$ cat src/rtl/branch_target_buffer.sv
// branch_target_buffer
//   Direct-mapped branch target buffer with a 2-bit saturating direction
//   counter per entry. The fetch stage looks up its PC and gets a taken
//   prediction and target in the same cycle. The decode stage, where branches
//   resolve, trains the table and reports mispredictions to a saturating
//   performance counter.
//
// Ports
//   clk              core clock, rising edge
//   reset_n          asynchronous active-low reset
//   lookup_pc        fetch PC
//   pred_taken       predicted taken for lookup_pc
//   pred_target      predicted target, 0 when pred_taken is low
//   upd_valid        resolved branch/jump present this cycle
//   upd_pc           PC of the resolved branch
//   upd_taken        actual direction
//   upd_target       actual target
//   upd_pred_taken   prediction made for this branch at fetch
//   upd_pred_target  target predicted at fetch
//   invalidate       clear all entries (fence.i / self-modifying code)
//   mispredict       combinational, high when the resolved branch was mispredicted
//   mispredict_cnt   saturating count of mispredictions
module branch_target_buffer #(
    parameter int XLEN    = 32,
    parameter int ENTRIES = 16,
    parameter int CNT_W   = 16
) (
    input  logic             clk,
    input  logic             reset_n,
    input  logic [XLEN-1:0]  lookup_pc,
    output logic             pred_taken,
    output logic [XLEN-1:0]  pred_target,
    input  logic             upd_valid,
    input  logic [XLEN-1:0]  upd_pc,
    input  logic             upd_taken,
    input  logic [XLEN-1:0]  upd_target,
    input  logic             upd_pred_taken,
    input  logic [XLEN-1:0]  upd_pred_target,
    input  logic             invalidate,
    output logic             mispredict,
    output logic [CNT_W-1:0] mispredict_cnt
);

    localparam int IDX_W = $clog2(ENTRIES);
    localparam int TAG_W = XLEN - IDX_W - 2;

    localparam logic [1:0] CTR_WEAK_NT = 2'b01;
    localparam logic [1:0] CTR_WEAK_T  = 2'b10;

    logic [ENTRIES-1:0] valid;
    logic [1:0]         ctr        [ENTRIES];
    logic [TAG_W-1:0]   tag_mem    [ENTRIES];
    logic [XLEN-3:0]    target_mem [ENTRIES];

    logic [IDX_W-1:0] lk_idx;
    logic [TAG_W-1:0] lk_tag;
    logic             lk_hit;
    logic [IDX_W-1:0] up_idx;
    logic [TAG_W-1:0] up_tag;
    logic             up_hit;
    logic             do_update;

    // Targets are word aligned, so the low PC/target bits never reach storage.
    logic unused_low_bits;
    assign unused_low_bits = ^{lookup_pc[1:0], upd_pc[1:0], upd_target[1:0]};

    // ---------------------------------------------------------------- lookup
    assign lk_idx = lookup_pc[IDX_W+1:2];
    assign lk_tag = lookup_pc[XLEN-1:IDX_W+2];
    assign lk_hit = valid[lk_idx] && (tag_mem[lk_idx] == lk_tag);

    // Reads registered state only: a same-cycle update is not forwarded.
    assign pred_taken  = lk_hit && ctr[lk_idx][1];
    assign pred_target = pred_taken ? {target_mem[lk_idx], 2'b00} : '0;

    // ---------------------------------------------------------------- update
    assign up_idx    = upd_pc[IDX_W+1:2];
    assign up_tag    = upd_pc[XLEN-1:IDX_W+2];
    assign up_hit    = valid[up_idx] && (tag_mem[up_idx] == up_tag);
    assign do_update = upd_valid && !invalidate;

    assign mispredict = upd_valid &&
                        ((upd_pred_taken != upd_taken) ||
                         (upd_taken && upd_pred_taken && (upd_target != upd_pred_target)));

    // Valid bits and direction counters carry reset state.
    always_ff @(posedge clk or negedge reset_n) begin
        // NOTE: sequential state is assigned with <= so every register samples
        // pre-edge values regardless of statement order.
        if (!reset_n) begin
            valid <= '0;
            for (int i = 0; i < ENTRIES; i++) ctr[i] <= CTR_WEAK_NT;
        end else if (invalidate) begin
            valid <= '0;
            for (int i = 0; i < ENTRIES; i++) ctr[i] <= CTR_WEAK_NT;
        end else if (do_update) begin
            if (up_hit) begin
                if (upd_taken) begin
                    ctr[up_idx] <= (ctr[up_idx] == 2'b11) ? 2'b11 : ctr[up_idx] + 2'd1;
                end else begin
                    ctr[up_idx] <= (ctr[up_idx] == 2'b00) ? 2'b00 : ctr[up_idx] - 2'd1;
                end
            end else if (upd_taken) begin
                valid[up_idx] <= 1'b1;
                ctr[up_idx]   <= CTR_WEAK_T;
            end
        end
    end

    // NOTE: tag/target storage has no reset; entries are qualified by valid,
    // which keeps the arrays mappable to plain RAM.
    // Any taken update either refreshes a hit's target or allocates the entry;
    // rewriting the tag on a hit stores the same value.
    always_ff @(posedge clk) begin
        if (do_update && upd_taken) begin
            tag_mem[up_idx]    <= up_tag;
            target_mem[up_idx] <= upd_target[XLEN-1:2];
        end
    end

    // ------------------------------------------------ mispredict perf counter
    always_ff @(posedge clk or negedge reset_n) begin
        if (!reset_n) begin
            mispredict_cnt <= '0;
        end else if (mispredict && (mispredict_cnt != '1)) begin
            mispredict_cnt <= mispredict_cnt + CNT_W'(1);
        end
    end

endmodule

$ cat config.mk
export PLATFORM = sky130hd
export DESIGN_NAME = branch_target_buffer
export DESIGN_NICKNAME = d
export VERILOG_FILES = /design/src/rtl/branch_target_buffer.sv
export SDC_FILE = /design/constraint.sdc
export NUM_CORES = 1
export LEC_CHECK = 0
export CAP_MARGIN = 10
export CELL_PAD_IN_SITES_DETAIL_PLACEMENT = 0
export CELL_PAD_IN_SITES_GLOBAL_PLACEMENT = 1
export CORE_MARGIN = 1.5
export CORE_UTILIZATION = 55
export CTS_CLUSTER_SIZE = 14
export DETAILED_ROUTE_END_ITERATION = 8
export DONT_BUFFER_PORTS = 1
export GPL_TIMING_DRIVEN = 0
export PLACE_DENSITY_LB_ADDON = 0.2
export SLEW_MARGIN = 20
export SYNTH_ARGS = -nofsm -noshare
export SYNTH_HDL_FRONTEND = slang
export SYNTH_SLANG_ARGS = --single-unit
$ cat constraint.sdc
create_clock -name clk -period 5 [get_ports clk]
set_input_delay 0.75 -clock clk [delete_from_list [all_inputs] [get_ports clk]]
set_output_delay 0.75 -clock clk [all_outputs]
set_load 0.05 [all_outputs]
==> run summary, run 1 <==
EDFF count, synth - 896
Clk sinks - 960
Hold Path Class - in -> reg
Static Leak - 0.01603 uW
Number of global-route vias before repair - 24471
Max-slew headroom - 0.2067
Setup WS post-layout - 35.91 ps
DR DRC count - 0
Fill count - 5143
WL final - 126800 um
Status - finished clean
Starting Density - 0.5579
Initial antenna violation count - 1
Max Root-Sink Buffers - 3
Hold path start - upd_target[28]
Vias - 24051
Crit share post-route - 0.9928
Area leader, netlist - edfxtp_1
Die ar. - 79100 sq um
Number of H-tree levels - 3
Die Wd - 281.2 um
Overflow after GRT - 0
Syn avg cell area - 19.52 sq um
Worst-Margin Slew - 1186 ps
YS warnings - 0
Async S/R FF share, synth - 0.06667
Sequential cell area - 28530 sq um
Avg Vias per Cell - 6.945
Hold path cells - 0
Site Rows - 101
Worst reg2reg path depth - 11
Dominant synthesized flop cell - edfxtp_1
Critical path peak fanout - 10
RSZ-0062 raised after global routing - false
CP bufs+invs - 5
TritonRoute pass-1 iters - 6
GRT Resource Usage Total - 0.3283
CP delay by family, top - multiplexers
Core Footprint - 76330 sq um
Final #Nets - 2482
Most frequent cells in the layout - edfxtp_1 (896), mux4_2 (391), clkbuf_16 (99)
Most common cell after layout, fill and taps aside - edfxtp_1
Crit-path cells - buf_4, buf_8, buf_8, mux4_2, mux4_2, xnor2_4, nand3_4, nor3_4, nand4_1, buf_4, clkbuf_8, nor2b_4
Worst skew pair latency - 680 ps
Max-cap violations - 0
Hold Path Sink - target_mem[5][26]
HPWL after DPL - 86350 um
Iter 0 DRT Violations - 3436
Placer Congestion - 0.9478
Post-Place Setup Slack - -2708 ps
Crit path launch type - input port
Syn Inst Count - 2181
Clock Skew - 44.28 ps
Count of final setup violators - 0
Syn-to-layout area delta - 16.08%
Die Height - 281.2 um
Req. time, crit path - 4250 ps
Total CTS buffers - 98
Fin. max-slew vios - 0
Register area share after synthesis - 0.6700
Largest net degree at the start of global routing - 65
Cell Count Post-Placement - 3273
Setup TNS - 0 ps
Yosys top cell area share - 0.6319
Max Fclk - 201.4 MHz
Mapped cell area - 42580 sq um
Flop and latch count out of synthesis - 960
Worst VDD drop - 0.0003120 V
Antenna-violating nets left - 0
# IOs - 184
Tot Pwr - 17900 uW
Per-cell routed wire length - 36.62 um
PortBufs - 0
Worst Path Arrival - 4210 ps
CP Capture Type - output port
First-pass GRT wire length - 179600 um
Root buffer cell - clkbuf_16
CTS tree - done
Final Hold Viols - 0
Multi-input gate area - 13760 sq um
CP max stage cell - mux4_2
Final min period - 4964 ps
Post-Layout Cell Count - 3463
Worst r2r dst - ctr[8]
Worst r2r src - tag_mem[2][9]
Post-synthesis cell type count - 71
Crit-path max cell delay - 550 ps
Top cells by area, synth - edfxtp_1 (63%), mux4_2 (21%), dfrtp_1 (2.8%)
Clock-pin slew on the worst setup and hold paths - 70 ps
R2R Setup Slk - 820 ps
Kind of critical path - in -> out
PD cells - 362.1 nW/um^2
Layout cells sized above 1 - 0.3314
Final core utilization - 0.6476
cells by family (layout without fill, tap and decap cells):
family / count (synthesis) / count (layout) / share of synthesized area
flops: 960 / 960 / 0.6700
mux: 456 / 456 / 0.2224
simple gates: 306 / 306 / 0.03650
compound gates: 200 / 200 / 0.03268
buf+inv: 157 / 407 / 0.01745
xor+xnor: 99 / 99 / 0.02036
fa+ha+maj: 2 / 2 / 0.0005876
other cells: 1 / 3 / 0.00008807
sequential cells by signal, indices dropped and copies added, names as in the netlist:
signal and cells:
valid 16, ctr 32, tag_mem 416, mispredict_cnt 16, target_mem 480
worst max-delay path by stage:
stage | start | depth (start not counted) | slack [ps] | end
final | lookup_pc[2] | 12 | 40 | pred_target[13]
after global routing | lookup_pc[4] | 11 | 0.2 | pred_target[16]
after CTS | lookup_pc[4] | 8 | 4 | pred_target[11]
after detailed placement | lookup_pc[2] | 11 | -2710 | pred_target[18]
after global placement | upd_pc[5] | 8 | -4600 | target_mem[9][25]
after floorplan | upd_pc[3] | 8 | 3 | tag_mem[6][0]
routing by layer:
| metal | global-route usage | up-vias | share of wire |
|---|---|---|---|
| met5 | 0 | - | 0.00012 |
| met1 | 0.4429 | 12821 | 0.37 |
| met2 | 0.5411 | 1467 | 0.50 |
| met4 | 0.1253 | 2 | 0.039 |
| met3 | 0.05603 | 254 | 0.090 |
| li1 | - | 9507 | - |
timing repair:
item	4_1_cts	5_1_grt
hold endpoints to repair	64	0
resized for setup	147	19
hold buffers	2	0
endpoints found under the setup margin	31	36
pin swaps	4	3
setup buffers	1	0
area by class of cell:
class | count | share of cell area
antenna | 1 | 0.00005063
buffer | 142 | 0.01914
tap | 1030 | 0.02607
clock buffer | 117 | 0.05209
inverter | 15 | 0.001139
clock inverter | 69 | 0.01623
timing repair buffer | 64 | 0.02982
multi-input combinational | 1065 | 0.2783
sequential | 960 | 0.5771
synth_stat cells, types with 17 or more instances:
library cell / n
dfrtp_1: 48
nor2b_1: 35
o22ai_1: 22
a21oi_1: 24
o21ai_0: 36
nand3_1: 31
xor2_1: 20
nand4_1: 23
edfxtp_1: 896
mux4_2: 391
mux2i_1: 55
o31a_1: 17
a31oi_1: 20
buf_2: 23
nor2_1: 82
buf_1: 27
xnor2_1: 79
nand2_1: 50
nand2b_1: 27
nor3_1: 17
clkbuf_1: 67
power by group:
group	leakage (uW)	internal, uW	switching [uW]
sequential	0.00889	8860	151
combinational	0.00551	566	699
clock	0.00164	4430	3190
metrics by stage:
step	instance area, sq um	hold WS [ps]
2_1_floorplan	42600	454.4
3_3_place_gp	43890	460.0
3_5_place_dp	45460	457.3
6_report	49430	156.0
4_1_cts	49380	138.6
5_1_grt	49430	141.9
(Power assumes the default switching activity.)
==> run 2, diff against run 1 <==
--- a/config.mk
+++ b/config.mk
@@ -8,13 +8,14 @@
 export CAP_MARGIN = 10
 export CELL_PAD_IN_SITES_DETAIL_PLACEMENT = 0
 export CELL_PAD_IN_SITES_GLOBAL_PLACEMENT = 1
+export CORE_ASPECT_RATIO = 0.9
 export CORE_MARGIN = 1.5
 export CORE_UTILIZATION = 55
 export CTS_CLUSTER_SIZE = 14
 export DETAILED_ROUTE_END_ITERATION = 8
 export DONT_BUFFER_PORTS = 1
 export GPL_TIMING_DRIVEN = 0
-export PLACE_DENSITY_LB_ADDON = 0.2
+export PLACE_DENSITY = 0.79
 export SLEW_MARGIN = 20
 export SYNTH_ARGS = -nofsm -noshare
 export SYNTH_HDL_FRONTEND = slang
==> run summary, run 2 (same netlist as run 1, synthesis figures left out) <==
Post-Layout Cell Count - 3451
HPWL after DPL - 85680 um
Count of final setup violators - 0
R2R Setup Slk - 940 ps
Max-slew headroom - 0.3128
Fin. max-slew vios - 0
Number of global-route vias before repair - 24200
Final Hold Viols - 0
Flop pwr share - 0.514
Max Root-Sink Buffers - 3
WL final - 126100 um
PD cells - 356.5 nW/um^2
RSZ-0062 raised after global routing - false
Worst-Margin Slew - 1031 ps
Req. time, crit path - 4250 ps
Clock Skew - 29.84 ps
# IOs - 184
Total CTS buffers - 97
Status - finished clean
Hold Path Class - in -> reg
Root buffer cell - clkbuf_16
Worst Path Arrival - 4200 ps
Crit share post-route - 0.9891
Iter 0 DRT Violations - 3660
Initial antenna violation count - 3
Internal - 13540 uW
Setup WS post-layout - 54.74 ps
Kind of critical path - in -> out
Max-cap violations - 0
Crit path launch type - input port
Static Leak - 0.01591 uW
Site Rows - 96
Antenna-violating nets left - 0
Layout cells sized above 1 - 0.3271
Worst VDD drop - 0.0002991 V
Multi-input gate area - 13740 sq um
Die Wd - 296.3 um
Sequential cell area - 28530 sq um
Number of flip-flops under the largest register name - 480
Vias - 23971
Clk sinks - 960
Number of H-tree levels - 3
Placer Congestion - 0.9710
Biggest register - target_mem
Overflow after GRT - 0
Die ar. - 79100 sq um
Per-cell routed wire length - 36.53 um
Sw Pwr - 3988 uW
First-pass GRT wire length - 178000 um
GRT Resource Usage Total - 0.3264
CTS tree - done
Final core utilization - 0.6438
Clk network pwr share - 0.414
Most frequent cells in the layout - edfxtp_1 (896), mux4_2 (391), clkbuf_16 (98)
Comb pwr share - 0.072
CP Capture Type - output port
Starting Density - 0.5574
Core Footprint - 76390 sq um
Max Fclk - 202.2 MHz
Final min period - 4945 ps
Critical path peak fanout - 10
Syn-to-layout area delta - 15.49%
TritonRoute pass-1 iters - 6
Avg Vias per Cell - 6.946
PortBufs - 0
Setup TNS - 0 ps
DR DRC count - 0
Fill count - 5136
Tot Pwr - 17530 uW
Switching share of total power - 0.2275
Largest net degree at the start of global routing - 65
Largest regs - target_mem (480), tag_mem (416), ctr (32)
Worst skew pair latency - 690 ps
Die Height - 267.0 um
Most common cell after layout, fill and taps aside - edfxtp_1
Post-Place Setup Slack - -2319 ps
Final #Nets - 2479
Clock-pin slew on the worst setup and hold paths - 60 ps
Cell Count Post-Placement - 3269
[run 2: cell types whose count changed in the layout (fill, tap and decap cells not counted), moves of 3 or more]
cell	change
clkbuf_8	-4
clkinv_1	-3
bufinv_16	-5
buf_16	+3
buf_12	-4
buf_4	+6
[run 2: critical path: stages]
cell	delay, ps
buf_4	180
buf_4	360
mux4_2	540
mux4_2	520
xnor2_2	240
nand4_1	260
nor3_4	370
nand4_1	130
buf_4	210
clkbuf_8	230
nor2b_4	350
[run 2: power by group through the flow]
stage / Sequential [uW] / Clock (uW) / Combinational [uW]
2_1_floorplan: 9160 / 0 / 798
3_3_place_gp: 9180 / 0 / 1170
3_5_place_dp: 9180 / 0 / 1190
4_1_cts: 9010 / 7310 / 1250
5_1_grt: 9020 / 7620 / 1310
6_report: 9010 / 7260 / 1260
[run 2: area by class of cell]
type                            count  share of cell area
Clock buffer                      117             0.05172
Tap cell                         1029             0.02618
Sequential cell                   960              0.5801
Buffer                            142             0.01893
Clock inverter                     60             0.01295
Antenna cell                        1          0.00005088
Inverter                           15            0.001221
Timing Repair Buffer               62             0.02954
Multi-Input combinational cell   1065              0.2793
[run 2: routing by layer]
metal	wire [um]	track usage	vias to the layer above
li1	-	-	9489
met1	46880	0.4448	12720
met2	61580	0.5238	1504
met3	12820	0.07228	254
met4	4755	0.1161	4
met5	26	0	-
[run 2: worst paths after layout]
path,start,endpoint,cells after the start
setup / recovery,lookup_pc[2],pred_target[11],11
hold / removal,upd_target[22],target_mem[15][20],0
setup reg to reg,tag_mem[9][3],ctr[28],11
hold reg to reg,valid[5],valid[5],2
max in group asynchronous,reset_n,ctr[2],2
min in group asynchronous,reset_n,mispredict_cnt[14],2
[run 2: stage by stage]
step	area [sq um]	hold slack [ps]
2_1_floorplan	42600	454.4
3_3_place_gp	43890	457.6
3_5_place_dp	45420	457.1
4_1_cts	49130	111.2
5_1_grt	49180	125.5
6_report	49180	142.5
[run 2: timing repair]
action	CTS	global route
hold buffers	2	0
gates resized for setup	147	12
endpoints found under the hold margin	64	0
setup endpoints to repair	31	31
pin swaps	5	2
setup buffers	1	0
